[config.mk]
export PLATFORM = sky130hd
export DESIGN_NAME = reg_file_8_16_flat
export DESIGN_NICKNAME = d
export VERILOG_FILES = /design/src/rtl/reg_file_8_16_pkg.sv /design/src/rtl/reg_file_8_16_if.sv /design/src/rtl/reg_file_8_16_dec.sv /design/src/rtl/reg_file_8_16.sv /design/src/flat_wrapper.sv
export SDC_FILE = /design/constraint.sdc
export NUM_CORES = 1
export LEC_CHECK = 0
export CAP_MARGIN = 20
export CORE_MARGIN = 3
export CORE_UTILIZATION = 55
export DETAILED_ROUTE_END_ITERATION = 8
export PLACE_DENSITY = 0.77
export SETUP_SLACK_MARGIN = 0.15
export SYNTH_ARGS = -nofsm -noshare
export SYNTH_HDL_FRONTEND = slang
export SYNTH_SLANG_ARGS = --single-unit
export TNS_END_PERCENT = 50
[constraint.sdc]
create_clock -name clk -period 2.7 [get_ports clk]
set_input_delay 0.27 -clock clk [delete_from_list [all_inputs] [get_ports clk]]
set_output_delay 0.27 -clock clk [all_outputs]
set_load 0.02 [all_outputs]
[src/rtl/reg_file_8_16_pkg.sv]
// Shared constants, types and condition-code helpers for the LC-3 register file.
package reg_file_8_16_pkg;
    localparam int WORD_W   = 16;
    localparam int SEL_W    = 3;
    localparam int NUM_REGS = 1 << SEL_W;

    typedef logic [WORD_W-1:0] word_t;
    typedef logic [SEL_W-1:0]  reg_sel_t;
    typedef logic [2:0]        cc_t;

    localparam cc_t CC_N     = 3'b100;
    localparam cc_t CC_Z     = 3'b010;
    localparam cc_t CC_P     = 3'b001;
    localparam cc_t CC_RESET = CC_Z;

    function automatic cc_t cc_of(word_t w);
        if (w[WORD_W-1])  return CC_N;
        else if (w == '0) return CC_Z;
        else              return CC_P;
    endfunction
endpackage

[src/rtl/reg_file_8_16_if.sv]
// Datapath-side bundle of the register file: write/cc controls in, read data and status out.
interface reg_file_8_16_if;
    import reg_file_8_16_pkg::*;

    logic                ld_reg;
    reg_sel_t            dr_sel;
    word_t               bus_in;
    logic                ld_cc;
    reg_sel_t            sr1_sel;
    reg_sel_t            sr2_sel;
    word_t               sr1_out;
    word_t               sr2_out;
    cc_t                 nzp;
    logic [NUM_REGS-1:0] wr_onehot;

    modport master (
        output ld_reg, dr_sel, bus_in, ld_cc, sr1_sel, sr2_sel,
        input  sr1_out, sr2_out, nzp, wr_onehot
    );
    modport slave (
        input  ld_reg, dr_sel, bus_in, ld_cc, sr1_sel, sr2_sel,
        output sr1_out, sr2_out, nzp, wr_onehot
    );
endinterface

[src/rtl/reg_file_8_16_dec.sv]
// 3->8 destination decoder: one-hot write strobe, all zero when disabled.
module dec_3_8
    import reg_file_8_16_pkg::*;
(
    input  reg_sel_t            sel_i,
    input  logic                en_i,
    output logic [NUM_REGS-1:0] onehot_o
);
    localparam logic [NUM_REGS-1:0] ONE = {{(NUM_REGS-1){1'b0}}, 1'b1};

    assign onehot_o = en_i ? (ONE << sel_i) : '0;
endmodule

[src/rtl/reg_file_8_16.sv]
// LC-3 register file R0..R7 with NZP register, two combinational read ports and
// optional same-cycle write forwarding.
module reg_file_8_16
    import reg_file_8_16_pkg::*;
#(
    parameter bit BYPASS = 1'b1
) (
    input  logic          clk,
    input  logic          reset_n,
    reg_file_8_16_if.slave rf
);
    logic [NUM_REGS-1:0]             wr_stb;
    logic [NUM_REGS-1:0][WORD_W-1:0] regs_q, regs_d;
    cc_t                             nzp_q, nzp_d;
    word_t                           sr1_d, sr2_d;

    dec_3_8 u_dec (
        .sel_i    (rf.dr_sel),
        .en_i     (rf.ld_reg),
        .onehot_o (wr_stb)
    );

    always_comb begin
        regs_d = regs_q;
        for (int i = 0; i < NUM_REGS; i++)
            if (wr_stb[i]) regs_d[i] = rf.bus_in;
        nzp_d = rf.ld_cc ? cc_of(rf.bus_in) : nzp_q;
    end

    // Reset wins over any write or cc load presented in the same cycle.
    always_ff @(posedge clk) begin
        if (!reset_n) begin
            regs_q <= '0;
            nzp_q  <= CC_RESET;
        end else begin
            regs_q <= regs_d;
            nzp_q  <= nzp_d;
        end
    end

    always_comb begin
        sr1_d = regs_q[rf.sr1_sel];
        sr2_d = regs_q[rf.sr2_sel];
        if (BYPASS && rf.ld_reg && (rf.sr1_sel == rf.dr_sel)) sr1_d = rf.bus_in;
        if (BYPASS && rf.ld_reg && (rf.sr2_sel == rf.dr_sel)) sr2_d = rf.bus_in;
    end

    assign rf.sr1_out   = sr1_d;
    assign rf.sr2_out   = sr2_d;
    assign rf.nzp       = nzp_q;
    assign rf.wr_onehot = wr_stb;
endmodule

[src/flat_wrapper.sv]
// flat-port wrapper written by rule: the top's interface ports become plain ports
module reg_file_8_16_flat import reg_file_8_16_pkg::*;
#(
    parameter bit BYPASS = 1'b1
)
  (clk, reset_n, rf_ld_reg, rf_dr_sel, rf_bus_in, rf_ld_cc, rf_sr1_sel, rf_sr2_sel, rf_sr1_out, rf_sr2_out, rf_nzp, rf_wr_onehot);
  reg_file_8_16_if rf_i ();
  input  logic clk;
  input  logic reset_n;
  input wire logic [$bits(rf_i.ld_reg)-1:0] rf_ld_reg;
  input wire logic [$bits(rf_i.dr_sel)-1:0] rf_dr_sel;
  input wire logic [$bits(rf_i.bus_in)-1:0] rf_bus_in;
  input wire logic [$bits(rf_i.ld_cc)-1:0] rf_ld_cc;
  input wire logic [$bits(rf_i.sr1_sel)-1:0] rf_sr1_sel;
  input wire logic [$bits(rf_i.sr2_sel)-1:0] rf_sr2_sel;
  output wire logic [$bits(rf_i.sr1_out)-1:0] rf_sr1_out;
  output wire logic [$bits(rf_i.sr2_out)-1:0] rf_sr2_out;
  output wire logic [$bits(rf_i.nzp)-1:0] rf_nzp;
  output wire logic [$bits(rf_i.wr_onehot)-1:0] rf_wr_onehot;
  assign rf_i.ld_reg = rf_ld_reg;
  assign rf_i.dr_sel = rf_dr_sel;
  assign rf_i.bus_in = rf_bus_in;
  assign rf_i.ld_cc = rf_ld_cc;
  assign rf_i.sr1_sel = rf_sr1_sel;
  assign rf_i.sr2_sel = rf_sr2_sel;
  assign rf_sr1_out = rf_i.sr1_out;
  assign rf_sr2_out = rf_i.sr2_out;
  assign rf_nzp = rf_i.nzp;
  assign rf_wr_onehot = rf_i.wr_onehot;
  reg_file_8_16 #(.BYPASS(BYPASS)) u_core (.clk(clk), .reset_n(reset_n), .rf(rf_i));
endmodule
### Word level (Yosys, flattened, before mapping)

Cells that the tools add are included.
Widths: inputs -> output; s select.

| operators by class | value |
|---|---|
| order comparisons | 2 |
| bitwise gates (word level) | 0 |
| multiplexer cells | 9 |
| eq/ne operators | 2 |
| div/mod/pow operators | 0 |
| reduce and logical (&&, ||, !) cells | 3 |
| add/sub/neg operators | 0 |
| shift-type cells | 1 |
| multiply operators | 0 |

Operators with widths:

| cell | count |
|---|---|
| $bmux 16 s3 | 2 |
| $mux 16 | 4 |
| $logic_not 16->1 | 1 |
| $lt 3x4->1 const B | 2 |
| $mux 8 | 1 |
| $shl 1x3->8 const A | 1 |
| $eq 3x3->1 | 2 |
| $mux 3 | 1 |
| $logic_and 1x1->1 | 2 |
| $mux 2 | 1 |

| storage, ports and cells | value |
|---|---|
| bits in read-only memories | 0 |
| bits in registers | 131 |
| bits in latches | 0 |
| memories | 0 |
| bits in writable memories | 0 |
| logic and storage cells | 26 |
| output and inout bits | 43 |

### Logic depth before layout (Yosys ltp)

| logic depth | value |
|---|---|
| word-level depth | 3 |
| gate-level depth with buffers | 8 |

### Modules after synthesis

Synthesis repeated with hierarchy kept, for this count alone.

| second synthesis, totals | value |
|---|---|
| cell total of the unflattened synthesis | 647 |
| area, all modules | 7495.9 um^2 |

By module, submodules not included:

| module | area an instance (um^2) | cells each | times used |
|---|---|---|---|
| reg_file_8_16 | 7400.8 | 639 | 1 |
| dec_3_8 | 95.1 | 8 | 1 |

### Worst setup path after synthesis

No wires, ideal clock.

| timing path | value |
|---|---|
| path kind | input to output |
| start | input rf_sr1_sel[0] |
| end | output rf_sr1_out[10] |
| stages on the path | 6 |
| slack | 1.041 ns |
| arrival | 1.389 ns |
| cells stage by stage | buf_6 buf_6 xnor2_1 nand4_1 buf_2 a21oi_1 |

| between the ends | value |
|---|---|
| word-level cells in the longest chain between the ends | 3 |

Ends and longest elaborated chain:

| element | RTL line | RTL |
|---|---|---|
| start: declaration | flat_wrapper.sv:14 | `input wire logic [$bits(rf_i.sr1_sel)-1:0] rf_sr1_sel;` |
| $bmux 16 s3 / $eq 3x3->1 (equally long branches) | reg_file_8_16.sv:42, reg_file_8_16.sv:44 |  |
| $mux 16 (not written as such) / $logic_and 1x1->1 (equally long branches) | reg_file_8_16.sv:42, reg_file_8_16.sv:44 |  |
| $mux 16 * | reg_file_8_16.sv:44 | `if (BYPASS && rf.ld_reg && (rf.sr1_sel == rf.dr_sel)) sr1_d = rf.bus_in;` |
| end: declaration | flat_wrapper.sv:16 | `output wire logic [$bits(rf_i.sr1_out)-1:0] rf_sr1_out;` |

Mark *: on every way between the ends. The rest lies on a longest branch, timed or not. The select of a mux whose other input is x is not followed.

### Worst setup path after layout

| timing path | value |
|---|---|
| start | input rf_dr_sel[2] |
| end | output rf_sr2_out[11] |

| between the ends | value |
|---|---|
| word-level cells in the longest chain between the ends | 3 |

Ends and longest elaborated chain:

| element | RTL line | RTL |
|---|---|---|
| start: declaration | flat_wrapper.sv:11 | `input wire logic [$bits(rf_i.dr_sel)-1:0] rf_dr_sel;` |
| $eq 3x3->1 | reg_file_8_16.sv:45 | `if (BYPASS && rf.ld_reg && (rf.sr2_sel == rf.dr_sel)) sr2_d = rf.bus_in;` |
| $logic_and 1x1->1 | reg_file_8_16.sv:45 |  |
| $mux 16 | reg_file_8_16.sv:45 |  |
| end: declaration | flat_wrapper.sv:17 | `output wire logic [$bits(rf_i.sr2_out)-1:0] rf_sr2_out;` |

Every way passes these cells.

==> run summary <==
Status: completed
Setup Total Neg Slack: 0 ns
Final Net Count: 875
Worst-skew pair later-pin latency: 0.43 ns
Largest delay share family, worst path: buffers and inverters
Vias in the first global route: 6716
Syn_nets: 821
Worst Hold Class: input pin to register
PwrDens: 582.4 nW/um^2
Clk slew on worst S/H paths: 0.06 ns
Routability Congestion: 0.8152
Cells after Synth: 792
Worst-path fanout max: 32
Die Height: 123.4 microns
I/O Buffers: 71
CP Depth: 6
Top Ports: 72
Internal Power: 4.071 mW
Maximum clock frequency: 397.8 MHz
Cell Chain, Critical Path: clkdlybuf4s50_1, xnor2_1, nand4_1, buf_12, a21oi_1, clkdlybuf4s50_1
1st-iter DRT viols: 919
Final core utilization: 68.58%
Worst reg-to-reg path cell count: 2
Clk_skew: 0 ns
Ys Warns: 0
Crit path kind: input pin to primary output
CP Launch Type: input pin
#FFs+latches synth: 131
Final ANT Viol Nets: 0
Sw power: 1.260 mW
Slew Limit Headroom: 62.01%
RSZ-0062 raised after global routing: true
Mapped Area: 7576 sq um
Setup-failing EPs final: 0
Logic pwr share: 12.7%
Sequential fraction of the synthesis area: 34.62%
First-pass GRT wire length: 36910 microns
Crit path top cell by count: clkdlybuf4s50_1
Slowest stage delay, CP: 0.65 ns
GRT Util Overall: 32.90%
CTS tree: done
Largest net degree at the start of global routing: 132
Worst Path Required: 2.43 ns
Reg2reg setup slack: 1.93 ns
Leak pwr: 3.649 nW
Crit end category: primary output
CTS Root Cell: clkbuf_16
Starting Density: 56.76%
Final min period: 2.514 ns
Hold Crit Depth: 3
Avg Inst Size Synth: 9.566 sq um
Top cells by area, synth: dfxtp_1, mux4_1, nand2_1
Async set-reset flop share out of synthesis: 0%
Hold Fails Final Rpt: 0
Period utilization: 93.11%
Via Count: 6676
Slowest CP cell: clkdlybuf4s50_1
Slew @ Worst Pin: 0.5681 ns
Post-synth EDFFs: 0
Core ar.: 13350 sq um
Initial antenna violation count: 0
Switching share of power: 23.63%
Vias/cell: 6.456
Htree depth: 4
Clock net sink count: 131
Share of power burned in registers: 37.7%
Dpl hpwl: 14430 microns
Share of cells above drive strength 1: 11.77%
Die area: 15220 sq um
Antenna Cells: 0
Synth area leader: dfxtp_1
Gr ovfl total: 0
Max VDD drop: 0.0004139 V
Max Cap Viol: 0
Max-slew violations: 0
Clk buf depth: 2
Die X: 123.4 microns
Critical Path AT: 2.24 ns
CP bufs+invs: 3
Cell Rows: 42
Clock share of power: 49.6%
CTS Buf Count: 17
Layout overhead on the synthesized area: 20.83%
DRT Wirelength: 24390 microns
Top FF cell, synth: dfxtp_1
Wire per inst: 23.59 microns
Share of the synthesized area in the top cell type: 34.62%
Synth unique cells: 30
Pre-antenna DRT Iters: 5
DRC: 0
final cells by class:
cell class,instances,area (sq um)
tap,176,220.2
inverter,8,31.28
fill,1019,4194
multi-input combinational,576,4456
timing repair buffer,112,1151
clock inverter,10,202.7
sequential,131,2623
clock buffer,21,470.5
cell usage in the layout, fill, tap and decap left out, drive strengths merged:
cell type	synthesis	final
mux4	64	64
dlymetal6s2s	0	5
nand3	4	4
buf	53	42
a21boi	128	128
nor2b	5	5
nor3b	1	1
o21a	1	1
mux2i	34	34
a21oi	32	32
nor2	33	33
inv	6	6
nand2	260	260
nor4	4	4
and4	1	1
nand4	3	3
clkinvlp	0	1
clkdlybuf4s50	0	63
bufinv	0	6
xnor2	6	6
dfxtp	131	131
clkinv	2	5
clkbuf	24	23
power by group through the flow:
stage | Combinational [mW] | Sequential (mW) | Clock, mW
4_1_cts | 0.656 | 2.01 | 2.65
5_1_grt | 0.705 | 2.01 | 2.74
6_report | 0.677 | 2.01 | 2.65
3_5_place_dp | 0.652 | 2.05 | 0
2_1_floorplan | 0.402 | 2.04 | 0
3_3_place_gp | 0.638 | 2.04 | 0
final timing paths:
kind | to | start
worst max-delay path | rf_sr2_out[11] | rf_dr_sel[2]
worst min-delay path | u_core.rf.nzp[1] | reset_n
worst max register to register | u_core.regs_q[57] | u_core.regs_q[57]
worst min register to register | u_core.regs_q[9] | u_core.regs_q[9]
stage by stage:
step | cells | hold slack [ns] | cell area [sq um] | power, mW | setup WS (ns)
finish | 1034 | 0.3605 | 9154 | 5.331 | 0.1860
global route | 1034 | 0.4151 | 9154 | 5.457 | 0.1457
CTS | 1032 | 0.3399 | 9091 | 5.308 | 0.1541
detailed placement | 1001 | 0.4563 | 8418 | 2.698 | 0.1752
global placement | 1001 | 0.4447 | 8418 | 2.681 | 0.1965
floorplan | 792 | 0.4028 | 7576 | 2.442 | 1.041
worst reg2reg max path, delay by kind of cell (launching register included):
family	cells	cell delay (ns)
DFF	1	0.36
AOI/OAI and AO/OA	1	0.23
and+or+nand+nor	1	0.10
layer usage:
layer / vias up / wire (microns) / track usage [%]
li1: 2895 / - / -
met1: 3235 / 8887 / 40.53
met2: 444 / 11740 / 53.82
met3: 102 / 2687 / 7.960
met4: 0 / 1073 / 16.82
met5: - / 0 / 0
synthesized netlist by cell type, types with 4 or more instances:
cell and instances:
nand2_1 257, dfxtp_1 131, a21boi_0 94, mux4_1 56, a21boi_1 34, mux2i_1 34, a21oi_1 32, nor2_1 32
buf_2 28, clkbuf_1 24, buf_6 14, buf_4 10, mux4_2 8, inv_2 6, xnor2_1 6, nor4_1 4
state kept, by name, indices dropped and copies added, names as in the netlist:
signal         flops
u_core.rf.nzp      3
u_core.regs_q    128
cell families (layout without fill, tap and decap cells):
| group | Yosys count | after routing | share of synthesized area (%) |
|---|---|---|---|
| simple gates | 311 | 311 | 16.93 |
| compound gates | 161 | 161 | 14.90 |
| flops | 131 | 131 | 34.62 |
| mux | 98 | 98 | 26.29 |
| buf+inv | 85 | 151 | 6.573 |
| xor+xnor | 6 | 6 | 0.6936 |
timing repair:
item / 4_1_cts / 5_1_grt
resized for setup: 0 / 5
hold buffers: 0 / 0
endpoints found under the setup margin: 0 / 22
setup buffers: 0 / 0
Power figures use the tool's default switching activity.
